$ cat src/rtl/fpu_div_iter.sv
// Iterative radix-2 binary64 divider: one quotient bit per cycle,
// DAZ inputs, flush-to-zero results, packed FPU result format.
module fpu_div_iter #(
    parameter int QBITS = 54
) (
    input  logic        clk,
    input  logic        rst,
    input  logic        in_valid,
    output logic        in_ready,
    input  logic [63:0] A,
    input  logic [63:0] B,
    input  logic [2:0]  rmode,
    output logic        out_valid,
    input  logic        out_ready,
    output logic [67:0] res,
    output logic [4:0]  flags
);

    localparam int RW = QBITS + 1;
    localparam logic [1:0]  PTYPE_DBL = 2'b01;
    localparam logic [62:0] INF_MAG   = 63'h7FF0000000000000;
    localparam logic [62:0] MAX_MAG   = 63'h7FEFFFFFFFFFFFFF;
    localparam logic [63:0] QNAN      = 64'h7FF8000000000000;

    typedef enum logic [2:0] {
        S_IDLE,
        S_UNPACK,
        S_ITER,
        S_ROUND,
        S_DONE
    } state_t;

    state_t state_q, state_d;

    logic [62:0]        a_q, a_d;
    logic [62:0]        b_q, b_d;
    logic [2:0]         rmode_q, rmode_d;
    logic               sign_q, sign_d;
    logic [52:0]        mb_q, mb_d;
    logic [RW-1:0]      rem_q, rem_d;
    logic [QBITS-1:0]   quo_q, quo_d;
    logic signed [12:0] exp_q, exp_d;
    logic [5:0]         cnt_q, cnt_d;
    logic [67:0]        res_q, res_d;
    logic [4:0]         flags_q, flags_d;

    // operand classification
    logic [10:0] a_exp, b_exp;
    logic [51:0] a_frac, b_frac;
    logic a_nan, b_nan, a_snan, b_snan;
    logic a_inf, b_inf, a_zero, b_zero;

    assign a_exp  = a_q[62:52];
    assign b_exp  = b_q[62:52];
    assign a_frac = a_q[51:0];
    assign b_frac = b_q[51:0];
    assign a_nan  = (&a_exp) & (|a_frac);
    assign b_nan  = (&b_exp) & (|b_frac);
    assign a_snan = a_nan & ~a_frac[51];
    assign b_snan = b_nan & ~b_frac[51];
    assign a_inf  = (&a_exp) & ~(|a_frac);
    assign b_inf  = (&b_exp) & ~(|b_frac);
    assign a_zero = ~(|a_exp);
    assign b_zero = ~(|b_exp);

    logic        is_special;
    logic [63:0] spec_val;
    logic [4:0]  spec_flags;
    logic        inv_case;

    always_comb begin
        is_special = 1'b1;
        spec_val   = '0;
        spec_flags = '0;
        inv_case   = (a_zero & b_zero) | (a_inf & b_inf);
        if (a_nan | b_nan | inv_case) begin
            spec_val   = QNAN;
            spec_flags = {a_snan | b_snan | inv_case, 4'b0000};
        end else if (b_zero) begin
            spec_val   = {sign_q, INF_MAG};
            spec_flags = {1'b0, ~a_inf, 3'b000};
        end else if (a_inf) begin
            spec_val = {sign_q, INF_MAG};
        end else if (a_zero | b_zero | b_inf) begin
            spec_val = {sign_q, 63'd0};
        end else begin
            is_special = 1'b0;
        end
    end

    // significand alignment so the first quotient bit is always 1
    logic [52:0]        ma_n, mb_n;
    logic               ma_lt;
    logic signed [12:0] e_un;

    always_comb begin
        ma_n  = {1'b1, a_frac};
        mb_n  = {1'b1, b_frac};
        ma_lt = ma_n < mb_n;
        e_un  = $signed({2'b00, a_exp}) - $signed({2'b00, b_exp})
              + 13'sd1023;
    end

    logic          q_bit;
    logic [RW-1:0] rem_sub, rem_nxt;

    always_comb begin
        rem_sub = rem_q - {{(RW-53){1'b0}}, mb_q};
        q_bit   = rem_q >= {{(RW-53){1'b0}}, mb_q};
        rem_nxt = q_bit ? rem_sub : rem_q;
    end

    logic               sticky, rnd, lsb, inc, away;
    logic [52:0]        sig;
    logic               carry;
    logic signed [12:0] e_r;
    logic [63:0]        rnd_val;
    logic [4:0]         rnd_flags;

    always_comb begin
        sticky = |rem_q;
        rnd    = quo_q[0];
        lsb    = quo_q[1];
        unique case (rmode_q)
            3'd1:       inc = rnd;
            3'd2, 3'd7: inc = rnd & (sticky | lsb);
            3'd3:       inc = ~sign_q & (rnd | sticky);
            3'd4:       inc = sign_q & (rnd | sticky);
            3'd5:       inc = rnd | sticky;
            default:    inc = 1'b0;
        endcase
        // leading bit is always set, so a wrap to 0 means carry-out
        sig   = quo_q[QBITS-1:1] + {52'd0, inc};
        carry = ~sig[52];
        e_r   = carry ? exp_q + 13'sd1 : exp_q;
        unique case (rmode_q)
            3'd1, 3'd2, 3'd5, 3'd7: away = 1'b1;
            3'd3:                   away = ~sign_q;
            3'd4:                   away = sign_q;
            default:                away = 1'b0;
        endcase
        if (e_r >= 13'sd2047) begin
            rnd_val   = {sign_q, away ? INF_MAG : MAX_MAG};
            rnd_flags = 5'b00101;
        end else if (e_r <= 13'sd0) begin
            rnd_val   = {sign_q, 63'd0};
            rnd_flags = 5'b00011;
        end else begin
            rnd_val   = {sign_q, e_r[10:0], sig[51:0]};
            rnd_flags = {4'b0000, rnd | sticky};
        end
    end

    always_ff @(posedge clk) begin
        if (rst) begin
            state_q <= S_IDLE;
        end else begin
            state_q <= state_d;
        end
    end

    always_comb begin
        state_d = state_q;
        unique case (state_q)
            S_IDLE:   if (in_valid) state_d = S_UNPACK;
            S_UNPACK: state_d = is_special ? S_DONE : S_ITER;
            S_ITER:   if (cnt_q == 6'd0) state_d = S_ROUND;
            S_ROUND:  state_d = S_DONE;
            S_DONE:   if (out_ready) state_d = S_IDLE;
            default:  state_d = S_IDLE;
        endcase
    end

    always_comb begin
        in_ready  = state_q == S_IDLE;
        out_valid = state_q == S_DONE;
        res       = res_q;
        flags     = flags_q;
    end

    always_comb begin
        a_d     = a_q;
        b_d     = b_q;
        rmode_d = rmode_q;
        sign_d  = sign_q;
        mb_d    = mb_q;
        rem_d   = rem_q;
        quo_d   = quo_q;
        exp_d   = exp_q;
        cnt_d   = cnt_q;
        res_d   = res_q;
        flags_d = flags_q;
        unique case (state_q)
            S_IDLE: begin
                if (in_valid) begin
                    a_d     = A[62:0];
                    b_d     = B[62:0];
                    rmode_d = rmode;
                    sign_d  = A[63] ^ B[63];
                end
            end
            S_UNPACK: begin
                if (is_special) begin
                    res_d   = {PTYPE_DBL, 2'b00, spec_val};
                    flags_d = spec_flags;
                end else begin
                    mb_d  = mb_n;
                    rem_d = ma_lt ? {1'b0, ma_n, 1'b0} : {2'b00, ma_n};
                    exp_d = ma_lt ? e_un - 13'sd1 : e_un;
                    quo_d = '0;
                    cnt_d = 6'(QBITS - 1);
                end
            end
            S_ITER: begin
                quo_d = {quo_q[QBITS-2:0], q_bit};
                rem_d = rem_nxt << 1;
                cnt_d = cnt_q - 6'd1;
            end
            S_ROUND: begin
                res_d   = {PTYPE_DBL, 2'b00, rnd_val};
                flags_d = rnd_flags;
            end
            default: ;
        endcase
    end

    always_ff @(posedge clk) begin
        if (rst) begin
            a_q     <= '0;
            b_q     <= '0;
            rmode_q <= '0;
            sign_q  <= 1'b0;
            mb_q    <= '0;
            rem_q   <= '0;
            quo_q   <= '0;
            exp_q   <= '0;
            cnt_q   <= '0;
            res_q   <= '0;
            flags_q <= '0;
        end else begin
            a_q     <= a_d;
            b_q     <= b_d;
            rmode_q <= rmode_d;
            sign_q  <= sign_d;
            mb_q    <= mb_d;
            rem_q   <= rem_d;
            quo_q   <= quo_d;
            exp_q   <= exp_d;
            cnt_q   <= cnt_d;
            res_q   <= res_d;
            flags_q <= flags_d;
        end
    end

endmodule

$ cat config.mk
export PLATFORM = sky130hd
export DESIGN_NAME = fpu_div_iter
export DESIGN_NICKNAME = d
export VERILOG_FILES = /design/src/rtl/fpu_div_iter.sv
export SDC_FILE = /design/constraint.sdc
export NUM_CORES = 1
export LEC_CHECK = 0
export BUFFER_PORTS_ARGS = -buffer_cell sky130_fd_sc_hd__buf_2
export CAP_MARGIN = 10
export CORE_MARGIN = 2
export CORE_UTILIZATION = 67
export CTS_BUF_LIST = sky130_fd_sc_hd__clkbuf_4 sky130_fd_sc_hd__clkbuf_8
export DETAILED_ROUTE_END_ITERATION = 16
export PLACE_DENSITY = 0.92
export REMOVE_ABC_BUFFERS = 1
export SYNTH_ARGS = -nofsm -noshare
export SYNTH_HDL_FRONTEND = slang
export SYNTH_SLANG_ARGS = --single-unit
$ cat constraint.sdc
create_clock -name clk -period 12 [get_ports clk]
set_input_delay 0.6 -clock clk [delete_from_list [all_inputs] [get_ports clk]]
set_output_delay 0.6 -clock clk [all_outputs]
set_load 0.02 [all_outputs]
# Word level (Yosys, flattened, before mapping)
# Index checks and enable logic that the tools add are counted.
[op_classes]
add_sub_neg = 7
magnitude_cmp = 4
eq_ne = 15
muxes = 36
n_bitwise = 30
reduce_logical = 18
[op_table]
columns = ["cell", "n"]
rows = [
  ["2-to-1 mux 64 bit", 4],
  ["2-to-1 mux 54 bit", 3],
  ["one-hot mux 68 bit (2 select lines)", 1],
  ["2-to-1 mux 63 bit", 2],
  ["one-hot mux 55 bit (2 select lines)", 1],
  ["one-hot mux 54 bit (2 select lines)", 1],
  ["OR reduction 52 bit", 2],
  ["2-to-1 mux 68 bit", 1],
  ["greater-or-equal comparator 55 x 53 -> 1 bit", 1],
  ["2-to-1 mux 55 bit", 1],
  ["OR reduction 55 bit", 1],
  ["subtractor 54 x 53 -> 54 bit", 1],
  ["adder 53 x 1 -> 53 bit", 1],
  ["< comparator 53 bit", 1],
  ["2-to-1 mux 53 bit", 1],
  ["2-to-1 mux 13 bit", 2],
  ["AND reduction 11 bit", 2],
  ["OR reduction 11 bit", 2],
  ["2-to-1 mux 3 bit", 5],
  ["one-hot mux 3 bit (5 select lines)", 1],
  ["adder 12 x 11 -> 13 bit (second input constant)", 1],
  ["adder 13 x 2 -> 13 bit (second input constant)", 1],
  ["greater-or-equal comparator 13 x 12 -> 1 bit (second input constant)", 1],
  ["less-or-equal comparator 13 x 1 -> 1 bit (second input constant)", 1],
  ["other kinds (28)", 72],
]
[word_totals]
ff_bits = 387
in_bits = 135
output_inout_bits = 75
wordCells = 122

# Logic depth before layout (Yosys ltp)
# Gate-level depths: netlist of run 1.
[logic_depth]
word_depth = 10
depth_mapped = 23
depth_no_buf = 20

# Worst setup path after synthesis of run 1
# OpenSTA, ideal clock, no wires.
[synth_timing]
kind = "reg2reg"
startpoint = "register rem_q[7]"
endpoint = "register res_q[22], in the netlist res[22]"
setup_ns = 0.074
arrival_time_ns = 4.541
t_required_ns = 11.926
slack_ns = 7.384
path_stages_with_launch = 22
path_buffers = 1
synth_period_minus_slack_ns = 4.616
path_cell_list = "dfxtp_1 -> nor4_1 -> nand4_1 -> nor4_1 -> inv_1 -> o21ai_0 -> mux2_2 -> o22ai_1 -> a22o_1 -> ha_1 -> ha_1 -> nand3_2 -> nor3_1 -> nand4_2 -> o21a_1 -> or4_1 -> a21o_1 -> o41a_4 -> nor4_4 -> buf_6 -> a21oi_1 -> o21ai_0"
[synth_via]
elab_chain_cells = 10
word_cells_on_any_way = 14
cone_classes = "add/sub (1); order compare (2); mux (5); bitwise (5); reduce/logical (1)"
[synth_rtl]
columns = ["element", "line_no", "source"]
rows = [
  ["from (decl)", "40", "logic [RW-1:0] rem_q, rem_d;"],
  ["from (signal assigned)", "246", "rem_q <= rem_d;"],
  ["OR reduction 55 bit *", "121", "sticky = |rem_q;"],
  ["bitwise OR 1 bit, on equally long branches", "n/a", ""],
  ["AND 1 bit, on equally long branches", "128, 126, 127", ""],
  ["one-hot mux 1 bit (5 select lines) *", "124", "unique case (rmode_q)"],
  ["adder 53 x 1 -> 53 bit *", "133", "sig = quo_q[QBITS-1:1] + {52'd0, inc};"],
  ["2-to-1 mux 13 bit", "135", "e_r = carry ? exp_q + 13'sd1 : exp_q;"],
  ["less-or-equal comparator 13 x 1 -> 1 bit", "145", "end else if (e_r <= 13'sd0) begin"],
  ["2-to-1 mux 63 bit", "145", ""],
  ["2-to-1 mux 63 bit *", "142", "if (e_r >= 13'sd2047) begin"],
  ["one-hot mux 68 bit (2 select lines) *", "193", "unique case (state_q)"],
  ["to (signal assigned)", "250", "res_q <= res_d;"],
  ["to (decl)", "44", "logic [67:0] res_q, res_d;"],
]
# Every way passes the cells marked *; elsewhere a longest branch is shown, timed or not.
# A chain may end at the register's enable or synchronous reset.

# Worst setup path in the final report of run 1
[layout_timing]
startpoint = "register rem_q[7]"
endpoint = "register res_q[23], in the netlist res[23]"
# The elaborated chain is that of the path after synthesis.

==> metrics.cfg, run 1 <==
[timing]
slew-limit-headroom_pct = 20.77
finalMaxSlewViolations = 0
fin_ws_ps = 4966
worst_slew_pin_slew_ps = 1178
rsz0062_at_grt = no
fin_tns_setup_ps = 0
period_needed_ps = 7034
fmax_mhz = 142.2
period_share_pct = 58.62
setup_violations = 0
finalHoldViolations = 0
worst_clock_skew_ps = 65.72
hold_ws_ps = 137.9

[final_layout]
nets = 3335
regArea_um2 = 7687
final_common_cell = nand2_1
final_cell_mix = nand2_1, dfxtp_1, a21oi_1, buf_2, inv_1
areaGrowthSynthToFinish_pct = 10.62
nFillCells = 2546
drive_gt1_share_pct = 13.32
fin_area_um2 = 25040
multi_input_area_um2 = 13600

[routing]
drc = 0
ant_nets = 0
vias = 22313
vias_per_cell = 6.248
wl_um = 64270
drt_iter0_markers = 2388
post_drt_wl_per_cell_um = 18.00
dr.pass1.iters = 6

[critical_path]
reg2reg_from = rem_q[7]
cp.arrival_ps = 7540
worstSetupPathType = reg -> reg
crit_fanout = 45
end_kind = register
cp.required_ps = 12510
crit_start = rem_q[7]
cp_slowest_cell = nor4_1
start_kind = register
crit_chain = nor4_1 > nand4_1 > nor4_1 > inv_1 > o21ai_0 > mux2_2 > o22ai_1 > a22o_1 > ha_1 > ha_1 > nand3_2 > nor3_1 > nand4_2 > nor3_2 > or4b_1 > xor2_1 > o41a_4 > o21ai_2 > or3_2 > o21ai_0
crit_path_max_incr_delay_ps = 910

[yosys]
syn_inst = 2971
netlist_area_um2 = 22630
ys_ff_latch = 384
ys_warn_count = 0
yosys-top-cells-area = dfxtp_1, nand2_1, a21oi_1
synth_seq_area_share_pct = 33.96
synth_top_area_share_pct = 33.96
ys_async_sr_fraction_pct = 0
ys_types = 92
synth_enable_flop_cells = 0
postSynthAreaPerCell_um2 = 7.618
synth_ff_type = dfxtp_1
synth_top_area_cell = dfxtp_1

[floorplanning]
die-height_um = 187.8
coreArea_um2 = 33360
rows = 67
ios = 210
initial_core_util_pct = 67.84
die_x_um = 187.8
die_area_um2 = 35270

[global_routing]
grt_pass1_wl_um = 105400
grt_antenna_before_repair = 0
track_usage_pct = 35.63
overflow = 0
grt_pass1_vias = 21608
grt_max_degree = 124

[cts]
cts_buffers = 60
clockRootBuffer = clkbuf_8
holdBufCountCts = 0
clk_pin_slew_worst_paths_ps = 70
htree_levels = 2
clock-sinks = 384
tritoncts = built
insertion_delay_ps = 700
post_cts_buffers = 0
clockBufferDepth = 3
ctsResizeCount = 0

[power_and_ir_drop]
cellPowerDensity_nw_per_um2 = 235.8
leakagePower_nw = 9.830
peakVddDrop_mv = 0.1587

[run]
maxCapViolCount = 0

[worst_hold_path]
hp-start = B[62]
hold_path.class = in -> reg

[place]
dp_slack_ps = 5182
placed_area_um2 = 23600
portBuffers = 206
hpwl_um = 45160
routabilityCongestion = 0.9595

[status]
outcome = finished, final reports clean

[metrics by stage]
| step | util [%] | power (mW) | cells |
|---|---|---|---|
| floorplan | - | 3.764 | 2791 |
| global placement | 70.73 | 4.450 | 3462 |
| detailed placement | 70.73 | 4.501 | 3462 |
| CTS | 75.04 | 5.831 | 3570 |
| global route | 75.04 | 6.247 | 3570 |
| finish | 75.04 | 5.903 | 3571 |
[worst max-delay path, delay by kind of cell (launching register included)]
| kind | cells | cell delay (ps) |
|---|---|---|
| buffers and inverters | 1 | 130 |
| multiplexers | 1 | 220 |
| adder cells (fa/ha/maj) | 2 | 460 |
| flip-flops | 1 | 340 |
| AND/OR/NAND/NOR | 9 | 3960 |
| AO/OA/AOI/OAI | 6 | 1530 |
| XOR/XNOR | 1 | 200 |
[registers in the layout, indices dropped and copies added, names as in the netlist, 5 cells and up]
register and cells:
res 65, a_q 63, b_q 63, rem_q 55
quo_q 54, mb_q 53, exp_q 13, cnt_q 6
flags 5
[final cells by class]
type / instances / share of cell area [%]
multi-input cells: 2256 / 54.33
flip-flops and latches: 384 / 30.70
repair buffers: 223 / 4.717
clock buffers: 85 / 4.273
inverters: 151 / 2.264
well taps: 448 / 2.239
clock inverters: 23 / 1.464
diodes: 1 / 0.009994
[where the power goes]
part	total [mW]	leakage (nW)	internal [mW]	switching (mW)
Sequential	1.58	3.12	1.41	0.172
Combinational	3.00	5.96	1.12	1.88
Clock	1.32	0.750	0.773	0.549
[Yosys cell counts (8+ instances only)]
library cell and instances:
and4_1 8, nand3_1 111, nor3_1 46, a2111oi_0 9, and2_1 9, clkbuf_1 138
nand2b_1 21, a211o_1 39, xor2_1 63, o21a_1 19, buf_6 8, nand4_1 48
nor4_1 52, o21ai_0 77, inv_1 151, a311oi_1 8, a21oi_1 377, a21boi_0 8
o211ai_1 12, o21ai_2 33, buf_1 18, o21bai_1 19, or3_1 21, o31ai_1 14
nand2_1 599, or2_2 8, a31oi_1 46, nor2b_1 22, xnor2_1 64, mux2i_1 59
a21o_1 25, mux2_2 8, nor2_1 148, a221oi_1 10, ha_1 122, and3_1 21
dfxtp_1 384, a211oi_1 32
[cells by family (layout without fill, tap and decap cells)]
family	Yosys count	in the layout	synth area share, %
muxes	67	67	3.007
AOI/OAI and AO/OA	780	780	21.63
DFF	384	384	33.96
other	1	4	0.01657
adders and majority gates	124	124	6.921
and+or+nand+nor	1155	1155	23.33
buffers and inverters	333	482	6.219
xor gates and xnor gates	127	127	4.914
[final timing paths]
path,to,slack [ps],cells past startpoint
worst max-delay path,res[23],4970,20
worst min-delay path,b_q[62],140,3
worst max register to register,res[23],4970,20
worst min register to register,mb_q[27],460,2
[per-layer routing]
metal | wire, µm | track usage, %
met1 | 26220 | 44.23
met2 | 30180 | 60.11
met3 | 5236 | 6.625
met4 | 2624 | 16.32
met5 | 0 | 0
(Power assumes the default switching activity.)
==> run 2: changes to the inputs <==
- CORE_UTILIZATION: 67 -> 62
- PLACE_DENSITY: 0.92 -> 0.86
- clock period: 12 -> 6.9 ns (I/O delays scaled with it)
==> run 2 against run 1 <==
  * Die area up 7.9%
  * Non-clock buffer count up 137
  * Via count up 4.7%
  * Cell count up 4.4%
  * Maximum frequency up 15%
  * Worst hold slack worse by 54 ps
  * Final area up 5.4%
  * Total power up 76%
  * Register-to-register slack worse by 4200 ps
  * Sequential share of layout area down 1.6 points
  * Clock power up 68%
  * Sequential power up 75%
  * Highest routed layer is now met5
==> metrics.cfg, run 2 (same netlist as run 1, synthesis figures left out) <==
[critical_path]
cp_slowest_cell = nor3_1
worstSetupPathType = reg -> reg
cp_top_family = simple AND/OR/NAND/NOR gates
crit_buf_inv = 4  ; +3
crit_path_frequent_cell = buf_4
crit_chain = nor4_1 > buf_4 > nand4_1 > nor4_1 > buf_4 > inv_1 > o21ai_0 > mux2_2 > o22ai_1 > a22o_1 > ha_1 > ha_1 > nand3_2 > nor3_1 > nand4_2 > o21a_1 > or4_1 > a21o_1 > o41a_4 > nor4_4 > buf_4 > a21oi_1 > o21ai_0
crit_fanout = 52  ; +16%
cp.required_ps = 7430  ; -5080 ps
crit_path_max_incr_delay_ps = 520  ; -390 ps
end_kind = register
start_kind = register
cp.arrival_ps = 6640  ; -900 ps

[cts]
clockBufferDepth = 3  ; unchanged
clock-sinks = 384  ; unchanged
cts_buffers = 67  ; +12%
clk_pin_slew_worst_paths_ps = 60  ; about the same
clockRootBuffer = clkbuf_8
ctsResizeCount = 0  ; unchanged
post_cts_buffers = 0  ; unchanged
insertion_delay_ps = 640  ; -60 ps
holdBufCountCts = 129  ; +129
tritoncts = built
htree_levels = 3  ; +1

[place]
routabilityCongestion = 0.9954  ; +3.7%
hpwl_um = 46400  ; +2.7%
dp.cells = 3483  ; +0.61%
portBuffers = 206  ; unchanged

[global_routing]
grt_max_degree = 117  ; -5.6%
overflow = 0  ; unchanged
grt_pass1_wl_um = 113500  ; +7.7%
track_usage_pct = 36.25  ; +0.62 points
grt_pass1_vias = 22220  ; +2.8%
grt_antenna_before_repair = 3  ; +3

[timing]
finalMaxSlewViolations = 0  ; unchanged
period_needed_ps = 6108  ; -926.3 ps
period_share_pct = 88.52  ; +30 points
setup_violations = 0  ; unchanged
finalHoldViolations = 0  ; unchanged
rsz0062_at_grt = no
worst_clock_skew_ps = 33.99  ; -31.73 ps
worst_slew_pin_slew_ps = 1177  ; -0.7022 ps
slew-limit-headroom_pct = 20.82  ; +0.047 points
hold_ws_ps = 83.63  ; -54.23 ps
fmax_mhz = 163.7  ; +15%

[routing]
vias_per_cell = 6.268  ; +0.31%
wl_um = 71050  ; +11%
drt_iter0_markers = 2464  ; +3.2%
dr.pass1.iters = 7  ; +1
vias = 23359  ; +4.7%
drc = 0  ; unchanged
ant_nets = 0  ; unchanged
post_drt_wl_per_cell_um = 19.06  ; +5.9%

[floorplanning]
ios = 210  ; unchanged
coreArea_um2 = 35740  ; +7.1%
initial_core_util_pct = 63.33  ; -4.5 points
die_x_um = 195.1  ; +3.9%
die-height_um = 195.1  ; +3.9%
rows = 69  ; +3.0%
die_area_um2 = 38050  ; +7.9%

[final_layout]
final_cell_mix = nand2_1, dfxtp_1, a21oi_1, buf_2, inv_1
final_common_cell = nand2_1
nets = 3479  ; +4.3%
drive_gt1_share_pct = 13.17  ; -0.15 points
areaGrowthSynthToFinish_pct = 16.54
finalNonFillerCells = 3727  ; +4.4%
largest_reg_flops = 65  ; unchanged

[power_and_ir_drop]
pwr-share-clk_pct = 21.4  ; -1.0 points
power_frac_seq_pct = 26.6  ; -0.2 points
peakVddDrop_mv = 0.4815  ; +200%
switching_power_mw = 4.625  ; +78%
cellPowerDensity_nw_per_um2 = 392.9  ; +67%
power_frac_comb_pct = 51.9  ; +1.1 points
leakagePower_nw = 10.41  ; +5.9%
swShare_pct = 44.63  ; +0.58 points
p_int_mw = 5.738  ; +74%

[worst_hold_path]
hold_path.class = in -> reg

[run]
maxCapViolCount = 0  ; unchanged

[status]
outcome = finished, final reports clean

## run 2: cell count changes in the layout (fill, tap and decap cells not counted), moves of 2 or more
cell / change
bufinv_16: -8
clkinvlp_4: -2
clkinv_2: -5
clkbuf_4: +7
dlygate4sd3_1: +129
buf_4: +7
clkbuf_8: +14
## run 2: path summary, 6_finish.rpt
path	cells after the start	end	start	slack (ps)
worst min-delay path	4	state_q[2]	out_ready	80
worst max register to register	23	res[30]	rem_q[9]	790
worst max-delay path	23	res[30]	rem_q[9]	790
worst min register to register	2	mb_q[36]	mb_q[36]	450
## run 2: power by group through the flow
stage / Sequential, mW / Clock (mW) / Combinational [mW]
final: 2.76 / 2.22 / 5.38
after global routing: 2.79 / 2.32 / 5.84
after CTS: 2.75 / 2.22 / 5.22
after detailed placement: 2.79 / 0 / 5.12
after global placement: 2.77 / 0 / 5.07
after floorplan: 2.71 / 0 / 3.83
## run 2: layout make-up
type / count / area [µm²]
fill: 2697 / 9364
multi-input combinational: 2256 / 13600
antenna: 1 / 2.502
clock inverter: 8 / 81.33
sequential: 384 / 7687
inverter: 151 / 566.8
clock buffer: 106 / 1315
timing repair buffer: 360 / 2545
tap: 461 / 576.8
## run 2: per-stage QoR
stage / power, mW / TNS, ps / instance area, µm² / util, % / worst slack (ps)
floorplan: 6.547 / -357.8 / 21800 / - / -234.8
global placement: 7.845 / 0 / 23690 / 66.27 / 1200
detailed placement: 7.913 / 0 / 23690 / 66.27 / 1031
CTS: 10.19 / 0 / 26380 / 73.79 / 987.3
global route: 10.95 / 0 / 26380 / 73.80 / 475.1
finish: 10.36 / 0 / 26380 / 73.80 / 792.0
## run 2: tightest hold or removal path, delay by kind of cell
family	cells	cell delay [ps]
AOI/OAI and AO/OA	1	130
buffers and inverters	2	140
and+or+nand+nor	1	40
## run 2: per-layer routing
layer | track usage [%] | routed length (µm) | up-vias
met5 | 0 | 27 | -
met4 | 16.65 | 3152 | 4
met3 | 6.045 | 5442 | 261
met2 | 60.45 | 33420 | 1186
met1 | 45.99 | 29020 | 10973
li1 | - | - | 10935
